--- config.mk ---
export PLATFORM = sky130hd
export DESIGN_NAME = dma_engine
export DESIGN_NICKNAME = d
export VERILOG_FILES = /design/src/rtl/dma_engine_pkg.sv /design/src/rtl/dma_engine.sv
export SDC_FILE = /design/constraint.sdc
export NUM_CORES = 1
export LEC_CHECK = 0
export ABC_AREA = 1
export ABC_CLOCK_PERIOD_IN_PS = 1940
export CAP_MARGIN = 5
export CELL_PAD_IN_SITES_DETAIL_PLACEMENT = 1
export CELL_PAD_IN_SITES_GLOBAL_PLACEMENT = 2
export CORE_MARGIN = 2
export CORE_UTILIZATION = 29
export CTS_CLUSTER_SIZE = 24
export DETAILED_ROUTE_END_ITERATION = 8
export MAX_ROUTING_LAYER = met4
export PLACE_DENSITY = 0.91
export SYNTH_ARGS = -nofsm -noshare
export SYNTH_HDL_FRONTEND = slang
export SYNTH_SLANG_ARGS = --single-unit
--- constraint.sdc ---
create_clock -name clk -period 1.94 [get_ports clk]
set_clock_uncertainty 0.1 [all_clocks]
set_input_delay 0.291 -clock clk [delete_from_list [all_inputs] [get_ports clk]]
set_output_delay 0.291 -clock clk [all_outputs]
set_load 0.005 [all_outputs]
--- src/rtl/dma_engine_pkg.sv ---
//==============================================================================
// Module      : dma_pkg
// Description : Shared state encoding and register-window constants for the
//               DMA copy engine and the memory controller's DMA window decode.
// Revision    : 1.0 - initial release
//==============================================================================
`default_nettype none

package dma_pkg;

    typedef enum logic [2:0] {
        ST_IDLE  = 3'd0,
        ST_REQ   = 3'd1,
        ST_READ  = 3'd2,
        ST_LATCH = 3'd3,
        ST_WRITE = 3'd4,
        ST_DONE  = 3'd5
    } dma_state_t;

    localparam logic [1:0] DMA_SEL_SRC_L = 2'd0;
    localparam logic [1:0] DMA_SEL_SRC_U = 2'd1;
    localparam logic [1:0] DMA_SEL_DST   = 2'd2;
    localparam logic [1:0] DMA_SEL_AMT   = 2'd3;

    localparam int DMA_HOLD_BIT = 0;

endpackage

`default_nettype wire

--- src/rtl/dma_engine.sv ---
//==============================================================================
// Module      : dma_engine
// Description : Bus-mastering word copy engine; reads each source word over the
//               shared memory bus and writes it to the destination.
// Revision    : 1.0 - initial release
//==============================================================================
`default_nettype none

module dma_engine #(
    parameter int ADDR_W = 16,
    parameter int DATA_W = 16
) (
    input  logic              clk,
    input  logic              rst,
    input  logic              reg_en,
    input  logic [1:0]        reg_sel,
    input  logic              reg_write,
    input  logic [DATA_W-1:0] reg_wdata,
    output logic [DATA_W-1:0] reg_rdata,
    output logic              busy,
    output logic              done,
    output logic              bus_req,
    input  logic              bus_grant,
    output logic [ADDR_W-1:0] bus_addr,
    output logic              bus_write,
    output logic [DATA_W-1:0] bus_wdata,
    input  logic [DATA_W-1:0] bus_rdata
);

    import dma_pkg::*;

    dma_state_t        r_state;
    dma_state_t        w_next_state;
    logic [ADDR_W-1:0] r_src;
    logic [ADDR_W-1:0] r_dst;
    logic              r_hold;
    logic [DATA_W-1:0] r_amt;
    logic [DATA_W-1:0] r_data;

    logic w_reg_wr;
    logic w_commit_rd;
    logic w_commit_wr;

    // Registers are only writable while idle so a running copy cannot be disturbed.
    assign w_reg_wr    = reg_en && reg_write && (r_state == ST_IDLE);
    assign w_commit_rd = (r_state == ST_LATCH) && bus_grant;
    assign w_commit_wr = (r_state == ST_WRITE) && bus_grant;

    always_ff @(posedge clk or negedge rst) begin
        if (!rst) begin
            r_state <= ST_IDLE;
            r_src   <= '0;
            r_dst   <= '0;
            r_hold  <= 1'b0;
            r_amt   <= '0;
            r_data  <= '0;
        end else begin
            r_state <= w_next_state;
            if (w_reg_wr) begin
                case (reg_sel)
                    DMA_SEL_SRC_L: r_src  <= reg_wdata[ADDR_W-1:0];
                    DMA_SEL_SRC_U: r_hold <= reg_wdata[DMA_HOLD_BIT];
                    DMA_SEL_DST:   r_dst  <= reg_wdata[ADDR_W-1:0];
                    DMA_SEL_AMT:   r_amt  <= reg_wdata;
                    default:       r_amt  <= r_amt;
                endcase
            end
            if (w_commit_rd) begin
                r_data <= bus_rdata;
            end
            if (w_commit_wr) begin
                r_dst <= r_dst + ADDR_W'(1);
                r_amt <= r_amt - DATA_W'(1);
                if (!r_hold) begin
                    r_src <= r_src + ADDR_W'(1);
                end
            end
        end
    end

    always_comb begin
        w_next_state = r_state;
        busy         = 1'b0;
        done         = 1'b0;
        bus_req      = 1'b0;
        bus_addr     = '0;
        bus_write    = 1'b0;
        bus_wdata    = '0;
        case (r_state)
            ST_IDLE: begin
                if (w_reg_wr && (reg_sel == DMA_SEL_AMT) && (reg_wdata != '0)) begin
                    w_next_state = ST_REQ;
                end
            end
            ST_REQ: begin
                busy    = 1'b1;
                bus_req = 1'b1;
                if (bus_grant) begin
                    w_next_state = ST_READ;
                end
            end
            ST_READ: begin
                busy         = 1'b1;
                bus_req      = 1'b1;
                bus_addr     = r_src;
                w_next_state = bus_grant ? ST_LATCH : ST_READ;
            end
            ST_LATCH: begin
                // Read data arrives one cycle after the address; a lost grant re-issues the read.
                busy         = 1'b1;
                bus_req      = 1'b1;
                bus_addr     = r_src;
                w_next_state = bus_grant ? ST_WRITE : ST_READ;
            end
            ST_WRITE: begin
                busy      = 1'b1;
                bus_req   = 1'b1;
                bus_addr  = r_dst;
                bus_wdata = r_data;
                bus_write = bus_grant;
                if (bus_grant) begin
                    w_next_state = (r_amt == DATA_W'(1)) ? ST_DONE : ST_READ;
                end
            end
            ST_DONE: begin
                done         = 1'b1;
                w_next_state = ST_IDLE;
            end
            default: begin
                w_next_state = ST_IDLE;
            end
        endcase
    end

    always_comb begin
        reg_rdata = '0;
        case (reg_sel)
            DMA_SEL_SRC_L: reg_rdata = DATA_W'(r_src);
            DMA_SEL_SRC_U: reg_rdata = DATA_W'(r_hold);
            DMA_SEL_DST:   reg_rdata = DATA_W'(r_dst);
            DMA_SEL_AMT:   reg_rdata = r_amt;
            default:       reg_rdata = '0;
        endcase
    end

endmodule

`default_nettype wire
# Word-level counts from Yosys, hierarchy flattened
# Index checks and enable logic that the tools add are counted.
# totals
reg_bits	68
word_cells	62
memories	0
output_inout_bits	52
inputBits	39
latch_bits	0
ram_bits	0
mem_bits_ro	0
# classes
bitwise	0
n_eq_ne	12
n_shift	0
order_cmp	0
div_mod_pow	0
add_sub_neg	3
mul	0
mux	23
n_reduce_logical	18
# ops
operator	n
$mux 16	11
$pmux 16 s4	1
$add 16x1->16 const B	2
$pmux 16 s2	1
$eq 16x1->1 const B	1
$reduce_bool 16->1	1
$sub 16x1->16 const B	1
$mux 3	5
$pmux 3 s5	1
$eq 3x2->1 const B	2
$eq 3x3->1 const B	2
$logic_and 1x1->1	6
$reduce_and 2->1	3
$reduce_bool 2->1	3
$eq 2x2->1 const B	2
$mux 1	4
$ne 2x2->1 const B	2
$reduce_or 4->1	1
$eq 3x1->1 const B	1
$logic_not 3->1	1
$reduce_and 3->1	1
$eq 2x1->1 const B	1
$logic_not 2->1	1
$ne 2x1->1 const B	1
$reduce_or 2->1	1

# Longest topological paths before layout
# Gate-level depths: netlist (run 1).
# depth
depth_word	6
depth_mapped	11
mapped_depth_nobuf	10

# Least setup slack after synthesis (run 1)
# OpenSTA, ideal clock, no wires.
# synth_timing
path_kind	flip-flop to flip-flop
startpoint	register r_state[1]
endpoint	register r_dst[6]
required_time_ns	1.709
period_less_slack_ns	1.630
t_arrival_ns	1.399
path_stages_with_launch	10
setup_ns	0.131
slack_ns	0.310
path_buffers	1
path_cell_list	dfrtp_1 > inv_2 > nand2_2 > nor3_4 > nand2_1 > nand2_4 > inv_2 > buf_6 > nand2_1 > o221ai_2
# synth_via
elab_chain_cells	4
elab_cells_between_ends	8
classes_between	1 x eq/ne; 1 x mux; 6 x reduce/logical
# synth_rtl
item	line	source
start: declaration	dma_engine.sv:32	dma_state_t r_state;
start signal: assignment	dma_engine.sv:58	r_state <= w_next_state;
$eq 3x3->1 / $logic_not 3->1 (equally long branches)	dma_engine.sv:47, dma_engine.sv:45	
$logic_and 1x1->1, on equally long branches	dma_engine.sv:47, dma_engine.sv:45	
$reduce_bool 2->1 (no line)	n/a	
$reduce_and 2->1 (no line)	n/a	
end signal: assignment	dma_engine.sv:63	DMA_SEL_DST: r_dst <= reg_wdata[ADDR_W-1:0];
end signal: assignment	dma_engine.sv:72	r_dst <= r_dst + ADDR_W'(1);
end: declaration	dma_engine.sv:35	logic [ADDR_W-1:0] r_dst;
# Several ways; a longest one is shown, not always the timed one.
# A chain may end at the register's enable or synchronous reset.

# Worst setup path after layout (run 1)
# layout_timing
startpoint	register r_state[1]
endpoint	output port bus_addr[14]
# layout_via
elab_chain_cells	3
elab_cells_between_ends	5
classes_between	3 x eq/ne; 1 x mux; 1 x reduce/logical
# layout_rtl
item	line	source
$eq 3x2->1	dma_engine.sv:89	case (r_state)
$reduce_or 2->1 (no line)	n/a	
$pmux 16 s2 (*)	dma_engine.sv:89	
end: declaration	dma_engine.sv:24	output logic [ADDR_W-1:0] bus_addr,
# Every way passes the cells marked *; elsewhere a longest branch is shown, timed or not.

==> results.txt, run 1 <==
----------------------------------------------------
[Timing]
  Setup slack after layout ... -0.132 ns
  Slew Viols, Final ... 0
  Unrepaired setup endpoints after global routing ... yes
  Worst slew margin ... between 50% and 60%
  Upper clock frequency limit ... 483 MHz
  Actual slew at the worst max-slew pin ... between 0.6 and 0.7 ns
  Setup violation total in the final timing report ... 38
  Setup tns final ... -2.07 ns
  Period minus WS final ... around 2.1 ns
  Final Hold Fails ... 0
  Final clock period utilization by the worst path ... 107%

[Die]
  Area of the core ... 0.0159 mm²
  Die Outline Area ... between 0.015 and 0.02 mm²
  Core Rows ... 46
  Width of the die ... around 130 µm
  Initial standard-cell utilization of the core ... between 20% and 30%
  Ports placed on the boundary ... 91
  Floorplan die height ... around 130 µm

[Setup path]
  CP Data Required Time ... 1.55 ns
  Max FO, Critical Path ... 8
  Library cell contributing the largest single delay on the critical path ... sky130_fd_sc_hd__dfrtp_1
  Crit path depth ... 7
  Worst path cell trace ... inv_2 -> buf_6 -> nor2_4 -> clkinv_4 -> buf_12 -> o22ai_4 -> buf_2
  Worst Reg2Reg Path Length in Cells ... 12
  CP max stage delay ... between 0.3 and 0.4 ns
  Critical path endpoint category ... output pin
  Buffering stage count on the worst path with inverters included ... 5
  CP top delay family ... buffers and inverters
  Worst setup SP type ... register
  WP data arrival ... 1.68 ns
  Worst Path Class, Setup ... register to output pin

[Power]
  Cell Int Power ... 5.25 mW
  IR Drop Worst-Case VDD ... approximately 0.43 mV
  Reported net switching power ... 4.22 mW
  LEAKAGE ... roughly 3.7 nW
  Post-layout total power ... between 9 and 10 mW
  Sequential share of power ... between 20 and 30%
  Power share of the clock group ... between 20% and 30%
  Gate power share ... ~50%
  Power Dens Cells ... 1230 mW/mm²
  Switching share of power ... 44.6%

[Logic synthesis]
  FFs w/ async S/R, synth ... between 90% and 100%
  Total number of yosys warnings ... 0
  Syn nets ... 749
  Post-synth EDFFs ... 0
  Cell taking the most area after synthesis ... sky130_fd_sc_hd__dfrtp_1
  Top cells by area in the synthesized netlist ... sky130_fd_sc_hd__dfrtp_1, sky130_fd_sc_hd__nand2_1, sky130_fd_sc_hd__inv_1, sky130_fd_sc_hd__nand3_1, sky130_fd_sc_hd__nor2_1
  Count of different cell masters after synthesis ... 38
  Main flop type after synthesis ... sky130_fd_sc_hd__dfrtp_1
  Post-synthesis area per instance ... around 6.7 µm²
  #FFs+latches synth ... 68
  Sequential area share after synthesis ... between 30% and 40%
  Proportion of netlist area held by the largest area contributor ... between 30 and 40%
  Number of cells produced by synthesis ... around 700
  Cell Area, Synth ... approximately 0.0047 mm²

[Clock network]
  Clock slew seen by the registers of the worst setup and hold paths ... approximately 0.06 ns
  TritonCTS Buffers ... 9
  Maximum level of the CTS H-tree ... 3
  Number of sinks handled by clock tree synthesis ... between 60 and 70
  Clk_lat worst skew ... roughly 0.35 ns
  Root buffer cell ... sky130_fd_sc_hd__clkbuf_16
  TritonCTS clock tree ... done
  Maximum clock path buffer count ... 2

[Status]
  Failing checks ... negative setup slack
  Result of the run ... finished, violations left

[Route]
  Final WL ... approximately 23,000 µm
  Routed wirelength normalized by instance count ... about 20 µm
  DRC ... 0
  Vias per std cell ... 5.23
  Number of iterations in the first detailed-routing pass ... 5
  Via total after detailed routing ... a little under 6,000
  Number of violations reported at the end of detailed-routing iteration 0 ... just over 500
  Antenna viol nets, final ... 0

[Place]
  Worst slack at placement ... -0.501 ns
  GP Congestion ... between 0.9 and 1
  DPL Wire Length ... 15,300 µm
  Number of port buffers ... 90
  Instance area at placement ... between 0.006 and 0.007 mm²

[Cells and area]
  Fin area ... between 0.007 and 0.008 mm²
  Fraction of layout instances using a drive strength above 1 ... ~30%
  Layout-stage area growth over the synthesis result ... 62.7%
  Final #Nets ... ~950
  Fraction of the core area covered by cells at the end of the flow ... 48.4%
  Antenna cells ... 0

[GRT]
  Wire length of the first global-routing pass ... 33,100 µm
  Number of global-route vias before repair ... approximately 5,800
  Overall routing resource usage ... 25.3%
  Number of antenna violations at the first check in global routing ... 0
  GR Overflow Total ... 0
  Largest net degree at the start of global routing ... 33

[Worst hold path]
  Class of the most critical hold timing path ... primary input to async pin

[Job]
  Max capacitance violation total ... 0

----------------------------------------------------
path summary, 6_finish.rpt:
check / start / to / slack [ns]
worst max-delay path: r_state[1] / bus_addr[14] / -0.13
worst min-delay path: rst / r_src[7] / 0.31
worst max register to register: r_state[1] / r_src[5] / -0.06
worst min register to register: r_data[14] / r_data[14] / 0.42
max in group asynchronous: rst / r_dst[4] / 0.84
min in group clk: bus_rdata[10] / r_data[10] / 0.41
worst reg2reg max path, stage by stage (launching register included):
cell,delay [ns]
sky130_fd_sc_hd__dfrtp_1,0.41
sky130_fd_sc_hd__inv_2,0.11
sky130_fd_sc_hd__buf_4,0.13
sky130_fd_sc_hd__nand2_4,0.05
sky130_fd_sc_hd__nor2_4,0.14
sky130_fd_sc_hd__buf_6,0.14
sky130_fd_sc_hd__nand2_8,0.07
sky130_fd_sc_hd__buf_12,0.17
sky130_fd_sc_hd__nor2_4,0.20
sky130_fd_sc_hd__buf_6,0.15
sky130_fd_sc_hd__o21ai_2,0.05
sky130_fd_sc_hd__a21oi_1,0.11
sky130_fd_sc_hd__a21oi_1,0.06
registers in the layout (all words and copies together) (netlist names):
name and count:
r_dst 16, r_hold 1, r_src 16, r_amt 16
r_state 3, r_data 16
cell usage in the layout, fill, tap and decap left out, types with 8 or more instances in the layout:
cell                              instances
sky130_fd_sc_hd__o21ai_1                 14
sky130_fd_sc_hd__clkdlybuf4s50_1         35
sky130_fd_sc_hd__dlygate4sd2_1           17
sky130_fd_sc_hd__buf_2                   34
sky130_fd_sc_hd__dfrtp_1                 67
sky130_fd_sc_hd__o211ai_1                16
sky130_fd_sc_hd__nor2_1                  68
sky130_fd_sc_hd__clkbuf_16               10
sky130_fd_sc_hd__buf_6                   32
sky130_fd_sc_hd__buf_4                   68
sky130_fd_sc_hd__nand2_2                 11
sky130_fd_sc_hd__o221ai_1                13
sky130_fd_sc_hd__o21ai_0                 27
sky130_fd_sc_hd__inv_2                    9
sky130_fd_sc_hd__a21oi_1                 33
sky130_fd_sc_hd__nand2_1                161
sky130_fd_sc_hd__nand3_1                 62
sky130_fd_sc_hd__inv_1                   96
sky130_fd_sc_hd__xor2_1                   8
sky130_fd_sc_hd__buf_12                  15
sky130_fd_sc_hd__nor2_4                  16
layer usage:
| metal | GRT usage, % | routed length [µm] | vias up | part of all wire (%) |
|---|---|---|---|---|
| li1 | - | - | 2708 | - |
| met1 | 32.5 | 9890 | 2937 | 43 |
| met2 | 40.0 | 11000 | 200 | 48 |
| met3 | 3.94 | 1070 | 42 | 4.7 |
| met4 | 10.3 | 818 | 0 | 3.6 |
| met5 | - | 0 | - | 0 |
synth_stat cells, drive strengths merged, types with 8 or more instances:
cell type / n
o211ai: 17
nor3: 10
dfrtp: 68
a21oi: 36
nand2: 181
nand3: 67
nor2: 91
xor2: 8
inv: 106
o22ai: 15
o21ai: 49
clkbuf: 12
buf: 12
o221ai: 17
cell families (layout without fill, tap and decap cells):
| logic type | Yosys count | in the layout | share of synthesized area [%] |
|---|---|---|---|
| compound gates | 136 | 136 | 17.4 |
| xor+xnor | 9 | 9 | 1.67 |
| fa+ha+maj | 4 | 4 | 1.06 |
| buf+inv | 133 | 335 | 11.6 |
| flops | 68 | 68 | 36.0 |
| simple gates | 356 | 357 | 32.2 |
final cells by class:
cell class                 instances  area (µm²)
tap                              216         270
sequential                        68        1700
clock buffer                       9         225
inverter                         109         434
multi-input combinational        506        2940
fill                            2011        8190
timing repair buffer             210        2000
clock inverter                     7         124
through the flow:
stage                     std cells  hold slack, ns
after floorplan                 706          -0.105
after global placement         1060           0.142
after detailed placement       1060           0.150
after CTS                      1106           0.319
after global routing           1125           0.348
final                          1125           0.309
timing repair:
action,4_1_cts,5_1_grt
gates cloned,3,2
setup buffers,26,21
setup endpoints to repair,57,83
hold endpoints to repair,24,0
hold buffers,1,0
pin swaps,6,18
gates resized for setup,241,108
power groups by stage:
stage / Combinational, mW / Clock (mW) / Sequential [mW]
after detailed placement: 3.81 / 0 / 2.79
after CTS: 4.19 / 2.02 / 2.75
after global routing: 5.11 / 2.07 / 2.89
after floorplan: 2.20 / 0 / 2.59
after global placement: 3.73 / 0 / 2.77
final: 4.67 / 1.99 / 2.80
Note: power is estimated with default switching activity, not from simulation.
==> run 2, diff against run 1 <==
CORE_UTILIZATION = 35   (was 29)
DONT_BUFFER_PORTS = 1   (was unset)
PLACE_DENSITY = 0.9   (was 0.91)
==> run 2 against run 1 <==
Non-clock buffer count decreased by 163. Critical endpoint is now busy. Global-route usage increased by 1.2 points. Largest cell class unchanged. Sequential power increased by 2%. Cell area decreased by 26%. Highest routed layer unchanged. Worst setup slack improved by 0.16 ns. Total power decreased by 14%. Via count decreased by 14%. Final cell count decreased by 18%. First-iteration DRC count decreased by 38%. The flow finishes with violations (negative hold slack).
==> results.txt, run 2 (synthesized netlist as in run 1, its figures left out) <==
----------------------------------------------------
[Status]
  Result of the run ... finished, violations left
  Failing checks ... negative hold slack

[Cells and area]
  Filler cell count ... 1,714 (-15%)
  Final instance count without filler cells ... 921 (-18%)
  Most frequent cells in the layout ... sky130_fd_sc_hd__nand2_1, sky130_fd_sc_hd__inv_1, sky130_fd_sc_hd__nor2_1
  Fraction of layout instances using a drive strength above 1 ... 13.3% (-16 points)
  Most frequent standard cell in the layout excluding fill and tap cells ... sky130_fd_sc_hd__nand2_1
  Fraction of the core area covered by cells at the end of the flow ... 42.8% (-5.6 points)
  Antenna cells ... 0 (unchanged)
  Final #Nets ... 783 (-17%)
  Layout-stage area growth over the synthesis result ... 19.9%

[Clock network]
  TritonCTS Buffers ... 9 (unchanged)
  Number of sinks handled by clock tree synthesis ... 68 (unchanged)
  Root buffer cell ... sky130_fd_sc_hd__clkbuf_16
  Maximum clock path buffer count ... 2 (unchanged)
  TritonCTS clock tree ... done
  Maximum level of the CTS H-tree ... 3 (unchanged)
  Clock slew seen by the registers of the worst setup and hold paths ... 0.06 ns (about the same)
  Clk_lat worst skew ... 0.35 ns (about the same)
  Count of hold-fix buffers inserted at cts ... 7 (+6)

[Timing]
  Period minus WS final ... 1.91 ns (-0.161 ns)
  Actual slew at the worst max-slew pin ... 0.564 ns (-0.0507 ns)
  Setup violation total in the final timing report ... 0 (-100%)
  Unrepaired setup endpoints after global routing ... yes
  Slew Viols, Final ... 0 (unchanged)
  Final clock period utilization by the worst path ... 98.5% (-8.3 points)
  Worst slew margin ... 62.3% (+3.7 points)
  Final Hold Fails ... 68 (+68)
  Worst hold slack after final layout ... -0.471 ns (-0.780 ns)
  Upper clock frequency limit ... 523 MHz (+8.4%)

[Route]
  Number of iterations in the first detailed-routing pass ... 5 (unchanged)
  Vias per std cell ... 5.52 (+5.5%)
  Number of violations reported at the end of detailed-routing iteration 0 ... 315 (-38%)
  Antenna viol nets, final ... 0 (unchanged)
  Final WL ... 18,200 µm (-20%)
  Via total after detailed routing ... 5,086 (-14%)
  Routed wirelength normalized by instance count ... 19.8 µm (-2.0%)
  DRC ... 0 (unchanged)

[Die]
  Floorplan die height ... 120 µm (-8.7%)
  Core Rows ... 42 (-8.7%)
  Width of the die ... 120 µm (-8.7%)
  Initial standard-cell utilization of the core ... 35.7% (+5.9 points)
  Die Outline Area ... 0.0145 mm² (-17%)
  Ports placed on the boundary ... 91 (unchanged)
  Area of the core ... 0.0132 mm² (-17%)

[Power]
  Power Dens Cells ... 1440 mW/mm² (+17%)
  LEAKAGE ... 2.73 nW (-27%)
  IR Drop Worst-Case VDD ... 0.530 mV (+24%)

[Place]
  DPL Wire Length ... 13,700 µm (-10%)
  GP Congestion ... 0.917 (-1.1%)
  Number of port buffers ... 0 (-100%)
  Number of cells after detailed placement ... 894 (-16%)

[Setup path]
  FF-to-FF setup slack ... 0.10 ns (+0.16 ns)
  Critical Path Source ... r_state[2]
  Max FO, Critical Path ... 31 (+23)
  CP Data Required Time ... 1.55 ns (about the same)
  Beginning of the worst register-to-register path ... r_state[2]
  Critical path endpoint category ... output pin
  Worst Path Class, Setup ... register to output pin
  Worst setup SP type ... register
  WP data arrival ... 1.52 ns (-0.16 ns)

[GRT]
  Number of global-route vias before repair ... 5,173 (-10%)
  Wire length of the first global-routing pass ... 28,500 µm (-14%)
  GR Overflow Total ... 0 (unchanged)
  Number of antenna violations at the first check in global routing ... 0 (unchanged)
  Largest net degree at the start of global routing ... 69 (+110%)
  Overall routing resource usage ... 26.5% (+1.2 points)

[Job]
  Max capacitance violation total ... 0 (unchanged)

[Worst hold path]
  Class of the most critical hold timing path ... primary input to async pin

----------------------------------------------------
[run 2: changes by cell type in the layout (fill, tap and decap cells not counted), moves of 12 or more]
cell | before | now
sky130_fd_sc_hd__nor2_1 | 68 | 81
sky130_fd_sc_hd__clkdlybuf4s50_1 | 35 | 0
sky130_fd_sc_hd__buf_6 | 32 | 1
sky130_fd_sc_hd__nand2_1 | 161 | 173
sky130_fd_sc_hd__buf_12 | 15 | 2
sky130_fd_sc_hd__buf_2 | 34 | 0
sky130_fd_sc_hd__buf_4 | 68 | 37
sky130_fd_sc_hd__dlygate4sd2_1 | 17 | 0
sky130_fd_sc_hd__o21ai_0 | 27 | 42
sky130_fd_sc_hd__nor2_4 | 16 | 4
[run 2: worst paths after layout]
path / end / cells after the start
max: busy / 5
min: r_src[5] / 0
max reg2reg: r_src[6] / 8
min reg2reg: r_data[8] / 2
max in group asynchronous: r_amt[7] / 0
min in group clk: r_data[8] / 2
[run 2: area by class of cell]
cell class,count,area [µm²],share of cell area [%]
clock buffer,9,225,3.97
clock inverter,7,115,2.03
inverter,109,419,7.39
multi-input combinational,505,2590,45.7
sequential,68,1700,30.0
tap,176,220,3.88
timing repair buffer,47,399,7.04
[run 2: repair_timing]
| item | in CTS | in global routing |
|---|---|---|
| gates cloned | 0 | 0 |
| resized for setup | 9 | 24 |
| setup endpoints to repair | 20 | 31 |
| pin swaps | 0 | 2 |
| endpoints found under the hold margin | 76 | 68 |
| setup buffers | 3 | 1 |
[run 2: power breakdown]
part           switching, mW  leakage, nW  total (mW)  internal, mW
clock network          0.706        0.161        1.96          1.25
registers              0.748        0.802        2.86          2.11
logic                   2.16         1.77        3.33          1.17
[run 2: per-layer routing]
metal	GRT usage (%)	wire length (µm)	up-vias
met3	4.20	782	30
met5	-	0	-
met1	32.8	7690	2572
li1	-	-	2369
met2	43.7	9250	115
met4	10.7	527	0
[run 2: stage by stage]
step / setup WS [ns] / total power [mW] / area (µm²) / setup TNS (ns)
6_report: 0.0287 / 8.14 / 5670 / 0
4_1_cts: 0.000839 / 8.00 / 5570 / 0
2_1_floorplan: 0.310 / 4.79 / 4730 / 0
3_3_place_gp: 0.0210 / 5.75 / 5100 / 0
3_5_place_dp: -0.0205 / 5.95 / 5100 / -0.0205
5_1_grt: -0.0294 / 8.70 / 5670 / -0.0805
[run 2: worst max-delay path: stages (launching register included)]
cell and delay [ns]:
sky130_fd_sc_hd__dfrtp_2 0.45, sky130_fd_sc_hd__buf_4 0.16, sky130_fd_sc_hd__nand3_2 0.08, sky130_fd_sc_hd__buf_12 0.21, sky130_fd_sc_hd__nand3_1 0.11, sky130_fd_sc_hd__buf_4 0.15
==> run 3, diff against run 2 <==
GPL_TIMING_DRIVEN = 0   (was unset)
==> run 3 against run 2 <==
The run still ends with negative hold slack left. Utilization is 0.69 points lower. Worst setup slack worse by 0.0080 ns. Register-to-register slack worse by 0.03 ns. Die area stayed put. Sequential share of layout area is 0.51 points higher. Sequential power is 2% lower. Final cell count is 1.3% lower. Largest power group unchanged. Highest routed layer unchanged.
==> results.txt, run 3 (synthesized netlist as in run 1, its figures left out) <==
----------------------------------------------------
[Status]
  Result of the run ... finished, violations left
  Failing checks ... negative hold slack

[Timing]
  Worst hold slack after final layout ... -0.464 ns (+0.00703 ns)
  Slew Viols, Final ... 0 (unchanged)
  Setup violation total in the final timing report ... 0 (unchanged)
  Final Hold Fails ... 68 (unchanged)
  Worst slew margin ... 69.4% (+7.1 points)
  Setup tns final ... 0 ns (unchanged)
  Actual slew at the worst max-slew pin ... 0.458 ns (-0.106 ns)
  Period minus WS final ... 1.92 ns (+0.00799 ns)
  Upper clock frequency limit ... 521 MHz (-0.42%)
  Unrepaired setup endpoints after global routing ... yes
  Final clock period utilization by the worst path ... 98.9% (+0.41 points)
  Setup slack after layout ... 0.0207 ns (-0.00799 ns)

[Job]
  Max capacitance violation total ... 0 (unchanged)

[GRT]
  GR Overflow Total ... 0 (unchanged)
  Wire length of the first global-routing pass ... 28,600 µm (+0.39%)
  Number of antenna violations at the first check in global routing ... 0 (unchanged)
  Overall routing resource usage ... 26.6% (+0.073 points)
  Number of global-route vias before repair ... 5,143 (-0.58%)
  Largest net degree at the start of global routing ... 69 (unchanged)

[Clock network]
  Root buffer cell ... sky130_fd_sc_hd__clkbuf_16
  Number of sinks handled by clock tree synthesis ... 68 (unchanged)
  Maximum clock path buffer count ... 2 (unchanged)
  TritonCTS Buffers ... 9 (unchanged)
  Clk_lat worst skew ... 0.35 ns (about the same)
  Maximum level of the CTS H-tree ... 3 (unchanged)
  TritonCTS clock tree ... done
  Clock slew seen by the registers of the worst setup and hold paths ... 0.06 ns (about the same)

[Die]
  Area of the core ... 0.0132 mm² (unchanged)
  Core Rows ... 42 (unchanged)
  Initial standard-cell utilization of the core ... 35.7% (unchanged)
  Floorplan die height ... 120 µm (unchanged)
  Width of the die ... 120 µm (unchanged)
  Die Outline Area ... 0.0145 mm² (unchanged)
  Ports placed on the boundary ... 91 (unchanged)

[Cells and area]
  Final #Nets ... 771 (-1.5%)
  Antenna cells ... 0 (unchanged)
  Most frequent standard cell in the layout excluding fill and tap cells ... sky130_fd_sc_hd__nand2_1
  Fin area ... 0.00558 mm² (-1.6%)
  Layout-stage area growth over the synthesis result ... 18.0%
  Fraction of layout instances using a drive strength above 1 ... 13.0% (-0.33 points)
  Most frequent cells in the layout ... sky130_fd_sc_hd__nand2_1, sky130_fd_sc_hd__inv_1, sky130_fd_sc_hd__nor2_1

[Route]
  Number of violations reported at the end of detailed-routing iteration 0 ... 267 (-15%)
  Final WL ... 18,100 µm (-0.57%)
  Antenna viol nets, final ... 0 (unchanged)
  Via total after detailed routing ... 5,027 (-1.2%)
  Routed wirelength normalized by instance count ... 20.0 µm (+0.74%)
  DRC ... 0 (unchanged)
  Number of iterations in the first detailed-routing pass ... 5 (unchanged)
  Vias per std cell ... 5.53 (+0.14%)

[Place]
  GP Congestion ... 0.956 (+4.3%)
  Instance area at placement ... 0.00495 mm² (-3.0%)
  Number of port buffers ... 0 (unchanged)
  Worst slack at placement ... -0.188 ns (-0.167 ns)
  DPL Wire Length ... 13,900 µm (+1.3%)

[Setup path]
  Critical path endpoint category ... output pin
  Worst Path Class, Setup ... register to output pin
  Worst setup SP type ... register
  Max FO, Critical Path ... 10 (-68%)
  Critical Path Source ... r_state[2]
  CP Data Required Time ... 1.55 ns (about the same)
  Library cell contributing the largest single delay on the critical path ... sky130_fd_sc_hd__dfrtp_2
  WP data arrival ... 1.53 ns (about the same)
  Beginning of the worst register-to-register path ... r_state[1]
  CP max stage delay ... 0.45 ns (about the same)
  Worst path cell trace ... nor2_2 -> clkinv_2 -> buf_4 -> nand3_1 -> buf_4
  Cell occurring most often along the worst timing path ... sky130_fd_sc_hd__buf_4

[Worst hold path]
  Class of the most critical hold timing path ... primary input to async pin

[Power]
  LEAKAGE ... 2.64 nW (-3.4%)
  Post-layout total power ... 7.71 mW (-5.3%)
  Power Dens Cells ... 1380 mW/mm² (-3.8%)
  IR Drop Worst-Case VDD ... 0.468 mV (-12%)

----------------------------------------------------
[run 3: path summary, 6_finish.rpt]
path                                  end  slack [ns]  cells after the start
worst min register to register  r_data[3]        0.42                      2
worst max register to register   r_dst[4]        0.07                     10
min in group clk                r_data[1]           0                      2
worst min-delay path             r_src[3]       -0.46                      0
worst max-delay path                 busy        0.02                      5
max in group asynchronous       r_data[6]        2.05                      0
[run 3: per-stage QoR]
stage                     utilization (%)  instances
after floorplan                         -        706
after global placement               37.4        882
after detailed placement             37.4        882
after CTS                            40.9        902
after global routing                 42.1        909
final                                42.1        909
[run 3: power by group]
part           switching, mW  internal [mW]
Sequential             0.697           2.11
Combinational           2.12           1.08
Clock                  0.706           1.00
Total                   3.52           4.19
[run 3: critical path, delay by kind of cell, from the launching register on]
kind,cells,cell delay (ns)
buf+inv,3,0.41
simple gates,2,0.31
flops,1,0.45
[run 3: layer usage]
layer  global-route usage [%]  part of all wire, %
met2                     43.1                   48
met4                     11.6                  3.5
met1                     33.0                   43
met5                        -                    0
met3                     4.29                  5.3
[run 3: repair_timing]
action | CTS | global route
endpoints found under the hold margin | 70 | 69
hold buffers | 2 | 1
pin swaps | 1 | 3
resized for setup | 33 | 27
endpoints found under the setup margin | 65 | 65
cloned | 0 | 0
setup buffers | 2 | 7
[run 3: layout make-up]
class	count	area, µm²
fillers	1746	7660
inverters	109	422
plain buffers	23	190
well taps	176	220
clock inverters	7	77.6
repair buffers	12	123
clock buffers	9	225
multi-input cells	505	2620
flip-flops and latches	68	1700
